===== config.mk =====
export PLATFORM = sky130hd
export DESIGN_NAME = synch_debounce
export DESIGN_NICKNAME = d
export VERILOG_FILES = /design/src/rtl/synch_debounce.sv
export SDC_FILE = /design/constraint.sdc
export NUM_CORES = 1
export LEC_CHECK = 0
export ABC_AREA = 1
export CORE_ASPECT_RATIO = 0.6
export CORE_MARGIN = 8
export CORE_UTILIZATION = 27
export CTS_CLUSTER_SIZE = 10
export DETAILED_ROUTE_END_ITERATION = 7
export PLACE_DENSITY = 0.52
export SKIP_LAST_GASP = 1
export SYNTH_ARGS = -nofsm -noshare
export SYNTH_HDL_FRONTEND = slang
export SYNTH_SLANG_ARGS = --single-unit

===== constraint.sdc =====
create_clock -name clk -period 1.2 [get_ports clk]
set_input_delay 0.24 -clock clk [delete_from_list [all_inputs] [get_ports clk]]
set_output_delay 0.24 -clock clk [all_outputs]
set_load 0.02 [all_outputs]

===== src/rtl/synch_debounce.sv =====
// Multi-channel level synchronizer with per-channel debounce and edge pulses.
// Each channel accepts a new synced level only after it persists DEBOUNCE cycles.
module synch_debounce #(
  parameter int   WIDTH    = 4,
  parameter int   STAGES   = 2,
  parameter int   DEBOUNCE = 4,
  parameter logic INIT     = 1'b0
) (
  input  logic             clk,
  input  logic             rst,
  input  logic [WIDTH-1:0] sig_in,
  output logic [WIDTH-1:0] sig_sync,
  output logic [WIDTH-1:0] sig_rise,
  output logic [WIDTH-1:0] sig_fall,
  output logic             sig_any
);

  localparam int             CW       = $clog2(DEBOUNCE + 1);
  localparam logic [CW-1:0]  CNT_LAST = CW'(DEBOUNCE - 1);
  localparam logic [CW-1:0]  CNT_ONE  = CW'(1);
  localparam logic [WIDTH-1:0] INIT_V = {WIDTH{INIT}};

  // pre_q holds the first STAGES-1 synchronizer flops; sync_q is the last one.
  logic [WIDTH-1:0] pre_q [STAGES-1];
  logic [WIDTH-1:0] pre_d [STAGES-1];
  logic [WIDTH-1:0] sync_q, sync_d;
  logic [CW-1:0]    cnt_q [WIDTH];
  logic [CW-1:0]    cnt_d [WIDTH];
  logic [WIDTH-1:0] sig_sync_q, sig_sync_d;
  logic [WIDTH-1:0] rise_q, rise_d;
  logic [WIDTH-1:0] fall_q, fall_d;
  logic             any_q, any_d;

  always_comb begin
    pre_d[0] = sig_in;
    for (int i = 1; i < STAGES - 1; i++) begin
      pre_d[i] = pre_q[i-1];
    end
    sync_d = pre_q[STAGES-2];

    sig_sync_d = sig_sync_q;
    for (int ch = 0; ch < WIDTH; ch++) begin
      cnt_d[ch] = '0;
      // A differing level either advances the count or, on the last count, is accepted.
      if (sync_q[ch] != sig_sync_q[ch]) begin
        if (cnt_q[ch] == CNT_LAST) begin
          sig_sync_d[ch] = sync_q[ch];
        end else begin
          cnt_d[ch] = cnt_q[ch] + CNT_ONE;
        end
      end
    end

    rise_d = sig_sync_d & ~sig_sync_q;
    fall_d = ~sig_sync_d & sig_sync_q;
    any_d  = |(rise_q | fall_q);
  end

  always_ff @(posedge clk) begin
    if (rst) begin
      for (int i = 0; i < STAGES - 1; i++) begin
        pre_q[i] <= INIT_V;
      end
      sync_q     <= INIT_V;
      sig_sync_q <= INIT_V;
      for (int ch = 0; ch < WIDTH; ch++) begin
        cnt_q[ch] <= '0;
      end
      rise_q <= '0;
      fall_q <= '0;
      any_q  <= 1'b0;
    end else begin
      for (int i = 0; i < STAGES - 1; i++) begin
        pre_q[i] <= pre_d[i];
      end
      sync_q     <= sync_d;
      sig_sync_q <= sig_sync_d;
      for (int ch = 0; ch < WIDTH; ch++) begin
        cnt_q[ch] <= cnt_d[ch];
      end
      rise_q <= rise_d;
      fall_q <= fall_d;
      any_q  <= any_d;
    end
  end

  assign sig_sync = sig_sync_q;
  assign sig_rise = rise_q;
  assign sig_fall = fall_q;
  assign sig_any  = any_q;

endmodule


# Word level (Yosys, flattened, before mapping)
# Memories as Yosys holds them, arrays and structs flattened. A register that Yosys moved wholly into a read port is not among the register bits.
# Index checks and enable logic that the tools add are counted.
word_totals:
  input_bits: 6
  n_memories: 2
  rom_bits: 0
  latch_bits: 0
  ram_bits: 16
  reg_bits: 13
classes:
  bitwise: 9
  reduce_logical: 2
  n_mul: 0
  order_cmp: 0
  n_eq_ne: 8
  shift: 0
  n_div: 0
  mux: 25
  add_sub_neg: 4
mem_list:
  columns: ["name", "depth", "width", "rd", "rd_clocked_by_memory_dff", "wr", "line_no", "rtl"]
  rows:
  - ["cnt_q", 4, 3, 4, 0, 4, "27", "logic [CW-1:0] cnt_q [WIDTH];"]
  - ["pre_q", 1, 4, 1, 1, 1, "24", "logic [WIDTH-1:0] pre_q [STAGES-1];"]
ops:
  columns: ["cell", "count"]
  rows:
  - ["3-bit two-way mux", 12]
  - ["3-bit by 1-bit adder with 3-bit output, second input constant", 4]
  - ["3-bit by 2-bit == test with 1-bit output, second input constant", 4]
  - ["1-bit two-way mux", 12]
  - ["4-bit AND", 2]
  - ["4-bit NOT", 2]
  - ["4-bit OR reduction", 2]
  - ["4-bit two-way mux", 1]
  - ["1-bit inequality test", 4]
  - ["1-bit bitwise OR", 4]
  - ["4-bit bitwise OR", 1]

# Longest topological paths before layout
# Gate-level depths: netlist of run 1.
logic_depth:
  word_depth: 5
  depth_mapped: 5
  mapped_depth_nobuf: 5

# Least setup slack after synthesis of run 1
# No wires, ideal clock.
synth_timing:
  path_type: "reg-to-reg"
  start: "mem cnt_q[1][0] (netlist bit)"
  end: "mem cnt_q[1][0] (netlist bit)"
  required_time_ps: 1135
  path_slack_ps: 174
  arrival_ps: 961
  setup_time_ps: 65
  period_less_slack_ps: 1026
  path_stages_with_launch: 6
  n_path_buf: 0
  path_cell_list: "dfxtp_1 > ha_1 > ha_1 > nor2_1 > nand3_1 > nor2_1"
synth_rtl:
  columns: ["element", "line_no"]
  rows:
  - ["from (decl)", "27"]

# Worst setup path in the final report of run 1
layout_timing:
  start: "reg fall_q[1], in the netlist sig_fall[1]"
  end: "out sig_fall[1]"
layout_rtl:
  columns: ["element", "line_no", "rtl"]
  rows:
  - ["from (decl)", "31", "logic [WIDTH-1:0] fall_q, fall_d;"]
  - ["from (signal assigned)", "82", "fall_q <= fall_d;"]
  - ["to (decl)", "14", "output logic [WIDTH-1:0] sig_fall,"]
# No word-level cell between the ends.

==> impl_metrics.yaml, run 1 <==
floorplanning:
  dieArea_mm2: 0.00676
  top_level_ports: 19
  initial_core_util: 0.282
  die_w_um: 101
  die_h_um: 67.0
  rows: 18
  core_mm2: 0.00414
placement:
  numPortBuffers: 18
  dpl.hpwl_um: 1630
  place.gp.congestion: 0.660
global_routing:
  grt_pass1_vias: 873
  antenna_found_initial: 0
  grt_pass1_wl_um: 3590
  grt_usage: 0.0703
  overflow: 0
  grt_max_degree: 10
worst_setup_path:
  startpoint_type: "flop"
  critPathMaxStageDelay_ns: 0.33
  rr_endpoint: "cnt_q[1][1]"
  worst_ep_required_time_ns: 0.96
  cp-endpoint: "sig_fall[1]"
  worst-path-buf-inv: 1
  critical_path.max_fanout: 2
  arrival_ns: 0.91
  cp_top_family: "flip-flops"
  r2r_cells: 5
  crit_slowest_cell: "dfxtp_1"
  r2r_setup_slack_ns: 0.07
  endpoint_kind: "output port"
  r2r_start: "cnt_q[1][0]"
  critical_path_class: "flop to output port"
  cp.depth: 1
  crit_start: "sig_fall[1]"
  path_cells: "clkdlybuf4s15_1"
cells_and_area:
  fin_nets: 183
  num_antenna_cells: 0
  drive_gt1_frac: 0.201
  area_delta_synth_final_pct: 31.7
timing:
  hold_viol_final: 0
  setup_viol: 0
  relSlewSlack: 0.853
  fin_hold_ws_ns: 0.399
  fmax_mhz: 867
  slew_viol_final: 0
  skew_ns: 0.00377
  worst_pin_slew_ns: 0.221
  fin_crit_ns: 1.15
  fin_crit_sh: 0.961
clock_network:
  cts_sinks: 33
  root_buffer: "clkbuf_8"
  tritoncts: "built"
  clkTransAtPathRegs_ns: 0.06
  htree_num_levels: 2
  cts_hold_buf: 0
  clk_path_buf_depth: 2
  clkLatencyLatePin_ns: 0.28
  cts_buffers: 5
power:
  swShare: 0.198
  vdd_ir_drop_max_uv: 588
  power.total_mw: 2.00
  p_leak_nw: 0.685
  switchingPower_uw: 397
  cellPowerDensity_mw_per_mm2: 1300
  seqPwrFrac: 0.559
  p_comb_frac: 0.038
  clockPowerShare: 0.403
  p_int_mw: 1.61
logic_synthesis:
  synthesis.nets: 150
  synth.distinct_cells: 11
  syn_inst: 136
  synth_area_leaders: "dfxtp_1 (57%), nor2_1 (12%), ha_1 (8.6%)"
  synth_warnings: 0
  ys_ff_latch: 33
  yosysTopAreaCell: "dfxtp_1"
  netlist_area_mm2: 0.00117
  synth_top_area_share: 0.565
  synth-seq-area-share: 0.565
  avgSynthCellArea_um2: 8.59
min_path:
  hold_path.class: "flop to flop"
  whs_path_depth: 2
route:
  dr_total_vias: 880
  antenna_left: 0
  vias_per_cell: 3.84
  dr.pass1.iters: 4
  avgRoutedWirePerCell_um: 9.07
  routed_wl_um: 2080
  detail_route.drc_violations: 0
  drt_iter0_markers: 17
run_status:
  status: "completed"
run:
  maxCapViolCount: 0
-- final cells by class --
type                    count  area (um2)
multi-input cells          76         410
flip-flops and latches     33         661
inverters                  24        90.1
clock buffers               7        86.3
repair buffers             29         216
fillers                   432        2610
well taps                  60        75.1
-- layer usage --
metal	global-route usage	wire length, um	part of all wire
met1	0.0706	964	0.46
met2	0.110	925	0.45
met3	0.0322	125	0.060
met4	0.0645	62	0.030
met5	0	0	0
-- registers in the layout, summed over array words and instances, names as in the netlist --
name,flops
sync_q,4
sig_fall,4
sig_sync,4
pre_q,4
sig_any,1
cnt_q,12
sig_rise,4
-- cell families (layout without fill, tap and decap cells) --
group | count (synthesis) | count (layout) | synth area share
and+or+nand+nor | 64 | 64 | 0.231
adders and majority gates | 8 | 8 | 0.0857
buffers and inverters | 27 | 60 | 0.101
AOI/OAI and AO/OA | 4 | 4 | 0.0171
DFF | 33 | 33 | 0.565
-- worst min-delay path: stages, from the launching register on --
cell and delay, ns:
dfxtp_1 0.29, inv_1 0.04, nor2_1 0.03
-- cells in the final DEF (no fill, tap or decap), types with 4 or more instances in the layout --
master,n
nand3_1,5
nand2_1,14
dfxtp_1,33
clkbuf_2,9
ha_1,7
buf_4,11
clkbuf_8,6
o21ai_0,4
inv_1,24
nor2_1,37
clkdlybuf4s50_1,5
-- cells in the mapped netlist, drive strengths merged --
cell type and count:
nor3 4, nor2 38, buf 3, o21ai 4
dfxtp 33, nand3 8, inv 24, ha 8
nand2 14
-- stage by stage --
step | cell area, um2 | cells | setup slack, ns | util | setup TNS, ns
2_1_floorplan | 1170 | 136 | 0.174 | - | 0
3_3_place_gp | 1480 | 222 | -0.0171 | 0.357 | -0.0913
3_5_place_dp | 1480 | 222 | -0.0342 | 0.357 | -0.280
4_1_cts | 1560 | 229 | -0.0369 | 0.376 | -0.0369
5_1_grt | 1540 | 229 | -0.0102 | 0.371 | -0.0170
6_report | 1540 | 229 | 0.0462 | 0.371 | 0
-- power by group through the flow --
stage                     clock network, mW  logic (mW)  registers, mW
after floorplan                           0      0.0419           1.14
after global placement                    0      0.0720           1.14
after detailed placement                  0      0.0741           1.14
after CTS                             0.843      0.0743           1.12
after global routing                  0.894      0.0873           1.12
final                                 0.808      0.0765           1.12
-- repair_timing --
action	4_1_cts	5_1_grt
pin swaps	0	2
setup buffers	0	0
endpoints found under the setup margin	13	19
gates resized for setup	19	20
endpoints found under the hold margin	0	0
-- how the worst min path moves through the flow --
stage / slack [ns] / endpoint / start
5_1_grt: 0.43 / sync_q[3] / pre_q[0][3]
2_1_floorplan: 0.35 / pre_q[0][0] / sig_in[0]
4_1_cts: 0.40 / sync_q[2] / pre_q[0][2]
3_5_place_dp: 0.39 / sync_q[2] / pre_q[0][2]
3_3_place_gp: 0.39 / sync_q[0] / pre_q[0][0]
6_report: 0.40 / sync_q[2] / pre_q[0][2]
Power figures use the tool's default switching activity.
==> run 2, diff against run 1 <==
--- a/config.mk
+++ b/config.mk
@@ -11,8 +11,9 @@
 export CORE_UTILIZATION = 27
 export CTS_CLUSTER_SIZE = 10
 export DETAILED_ROUTE_END_ITERATION = 7
-export PLACE_DENSITY = 0.52
+export PLACE_DENSITY = 0.54
 export SKIP_LAST_GASP = 1
+export SLEW_MARGIN = 15
 export SYNTH_ARGS = -nofsm -noshare
 export SYNTH_HDL_FRONTEND = slang
 export SYNTH_SLANG_ARGS = --single-unit
==> constraint.sdc (replaced) <==
create_clock -name clk -period 1 [get_ports clk]
set_input_delay 0.2 -clock clk [delete_from_list [all_inputs] [get_ports clk]]
set_output_delay 0.2 -clock clk [all_outputs]
set_load 0.02 [all_outputs]
==> impl_metrics.yaml, run 2 (synthesis gave the netlist of run 1 again) <==
run_status:
  status: "complete, but fails checks"
  failed_checks: "setup timing"
min_path:
  hold_path.class: "flop to flop"
  hold_end: "sync_q[1]"
  whs_path_depth: 2
  worstHoldStart: "pre_q[0][1]"
cells_and_area:
  regArea_um2: 677
  fin_nets: 189
  final_area_mm2: 0.00180
  mostFrequentLayoutCell: "nor2_1"
  final_cell_mix: "nor2_1 (32), buf_4 (28), inv_1 (24), dfxtp_1 (20), dfxtp_2 (13)"
  multi_input_area_um2: 556
  area_delta_synth_final_pct: 54.0
  num_antenna_cells: 0
  top_register: "cnt_q"
  largest_reg_flops: 12
  fillerInstances: 415
  drive_gt1_frac: 0.426
route:
  vias_per_cell: 3.95
  avgRoutedWirePerCell_um: 9.74
  dr.pass1.iters: 3
  detail_route.drc_violations: 0
  drt_iter0_markers: 7
  dr_total_vias: 932
  antenna_left: 0
  routed_wl_um: 2300
run:
  maxCapViolCount: 0
worst_setup_path:
  critical_path_class: "flop to flop"
  startpoint_type: "flop"
  crit_slowest_cell: "dfxtp_2"
  worst_ep_required_time_ns: 1.21
  path_cells: "ha_4, ha_4, nor2_4, nand3_2, nor2_1"
  r2r_cells: 5
  arrival_ns: 1.25
  critPathMaxStageDelay_ns: 0.33
  cp_top_family: "flip-flops"
  endpoint_kind: "flop"
  r2r_setup_slack_ns: -0.04
  rr_endpoint: "cnt_q[3][1]"
  r2r_start: "cnt_q[3][0]"
  critical_path.max_fanout: 4
  crit_top_cell: "ha_4"
  worst-path-buf-inv: 0
placement:
  pre_cts_ws_ns: -0.201
  numPortBuffers: 18
  place.gp.congestion: 0.740
  dpl.hpwl_um: 1660
  placed_area_mm2: 0.00153
global_routing:
  grt_max_degree: 11
  antenna_found_initial: 0
  grt_pass1_vias: 952
  grt_usage: 0.0717
  grt_pass1_wl_um: 3760
  overflow: 0
timing:
  slew_viol_final: 0
  rsz0062_at_grt: "true"
  worst_pin_slew_ns: 0.161
  fin_hold_ws_ns: 0.399
  setup_viol: 8
  fin_crit_sh: 1.04
  hold_viol_final: 0
  fin_ws_ns: -0.0365
  fin_crit_ns: 1.04
  skew_ns: 0.00475
  fmax_mhz: 965
  relSlewSlack: 0.892
  fin_setup_tns_ns: -0.147
clock_network:
  cts_sinks: 33
  cts_hold_buf: 0
  clkLatencyLatePin_ns: 0.28
  htree_num_levels: 2
  clk_path_buf_depth: 2
  clkTransAtPathRegs_ns: 0.06
  tritoncts: "built"
  cts_buffers: 5
  root_buffer: "clkbuf_8"
floorplanning:
  core_mm2: 0.00414
  initial_core_util: 0.282
  dieArea_mm2: 0.00676
  die_w_um: 101
  rows: 18
  top_level_ports: 19
  die_h_um: 67.0
power:
  power.total_mw: 2.73
  vdd_ir_drop_max_uv: 823
  p_leak_nw: 0.750
  cellPowerDensity_mw_per_mm2: 1520
==> run 2: cell count changes in the layout (fill, tap and decap cells not counted), sizes merged <==
| cell | delta |
|---|---|
| clkbuf | -9 |
| buf | +19 |
| bufinv | +1 |
| clkdlybuf4s15 | -3 |
| dlygate4sd2 | -1 |
==> run 2: how the worst max path moves through the flow <==
stage | start | endpoint | slack (ns) | cells after the start
2_1_floorplan | cnt_q[1][0] | cnt_q[1][0] | 0.003 | 5
3_3_place_gp | rst | cnt_q[1][0] | -0.16 | 5
3_5_place_dp | rst | cnt_q[1][2] | -0.20 | 5
4_1_cts | cnt_q[1][0] | cnt_q[1][2] | -0.06 | 5
5_1_grt | cnt_q[3][1] | cnt_q[3][2] | -0.09 | 5
6_report | cnt_q[3][0] | cnt_q[3][1] | -0.04 | 5
==> run 2: final cells by class <==
cell class	instances	share of cell area
Clock buffer	7	0.0480
Clock inverter	1	0.0167
Inverter	24	0.0501
Multi-Input combinational cell	76	0.309
Sequential cell	33	0.376
Tap cell	60	0.0417
Timing Repair Buffer	35	0.159
==> run 2: tightest hold or removal path, stage by stage, from the launching register on <==
cell	delay [ns]
dfxtp_1	0.29
inv_1	0.04
nor2_1	0.03
==> run 2: where the power goes <==
part / switching, mW / total [mW] / internal [mW] / leakage [nW]
logic: 0.0533 / 0.117 / 0.0639 / 0.417
registers: 0.0114 / 1.35 / 1.34 / 0.274
clock network: 0.457 / 1.27 / 0.812 / 0.0585
total: 0.521 / 2.73 / 2.21 / 0.750
==> run 2: timing repair <==
| item | CTS | global route |
|---|---|---|
| setup endpoints to repair | 28 | 28 |
| pin swaps | 18 | 13 |
| gates resized for setup | 73 | 37 |
| setup buffers | 0 | 2 |
==> run 2: metal layers <==
layer / routed length, um / GRT usage
met1: 909 / 0.0666
met2: 1220 / 0.132
met3: 133 / 0.0260
met4: 40 / 0.0497
met5: 0 / 0
==> run 2: per-stage QoR <==
stage | cells | utilization
2_1_floorplan | 136 | -
3_3_place_gp | 226 | 0.370
3_5_place_dp | 226 | 0.370
4_1_cts | 234 | 0.409
5_1_grt | 236 | 0.434
6_report | 236 | 0.434
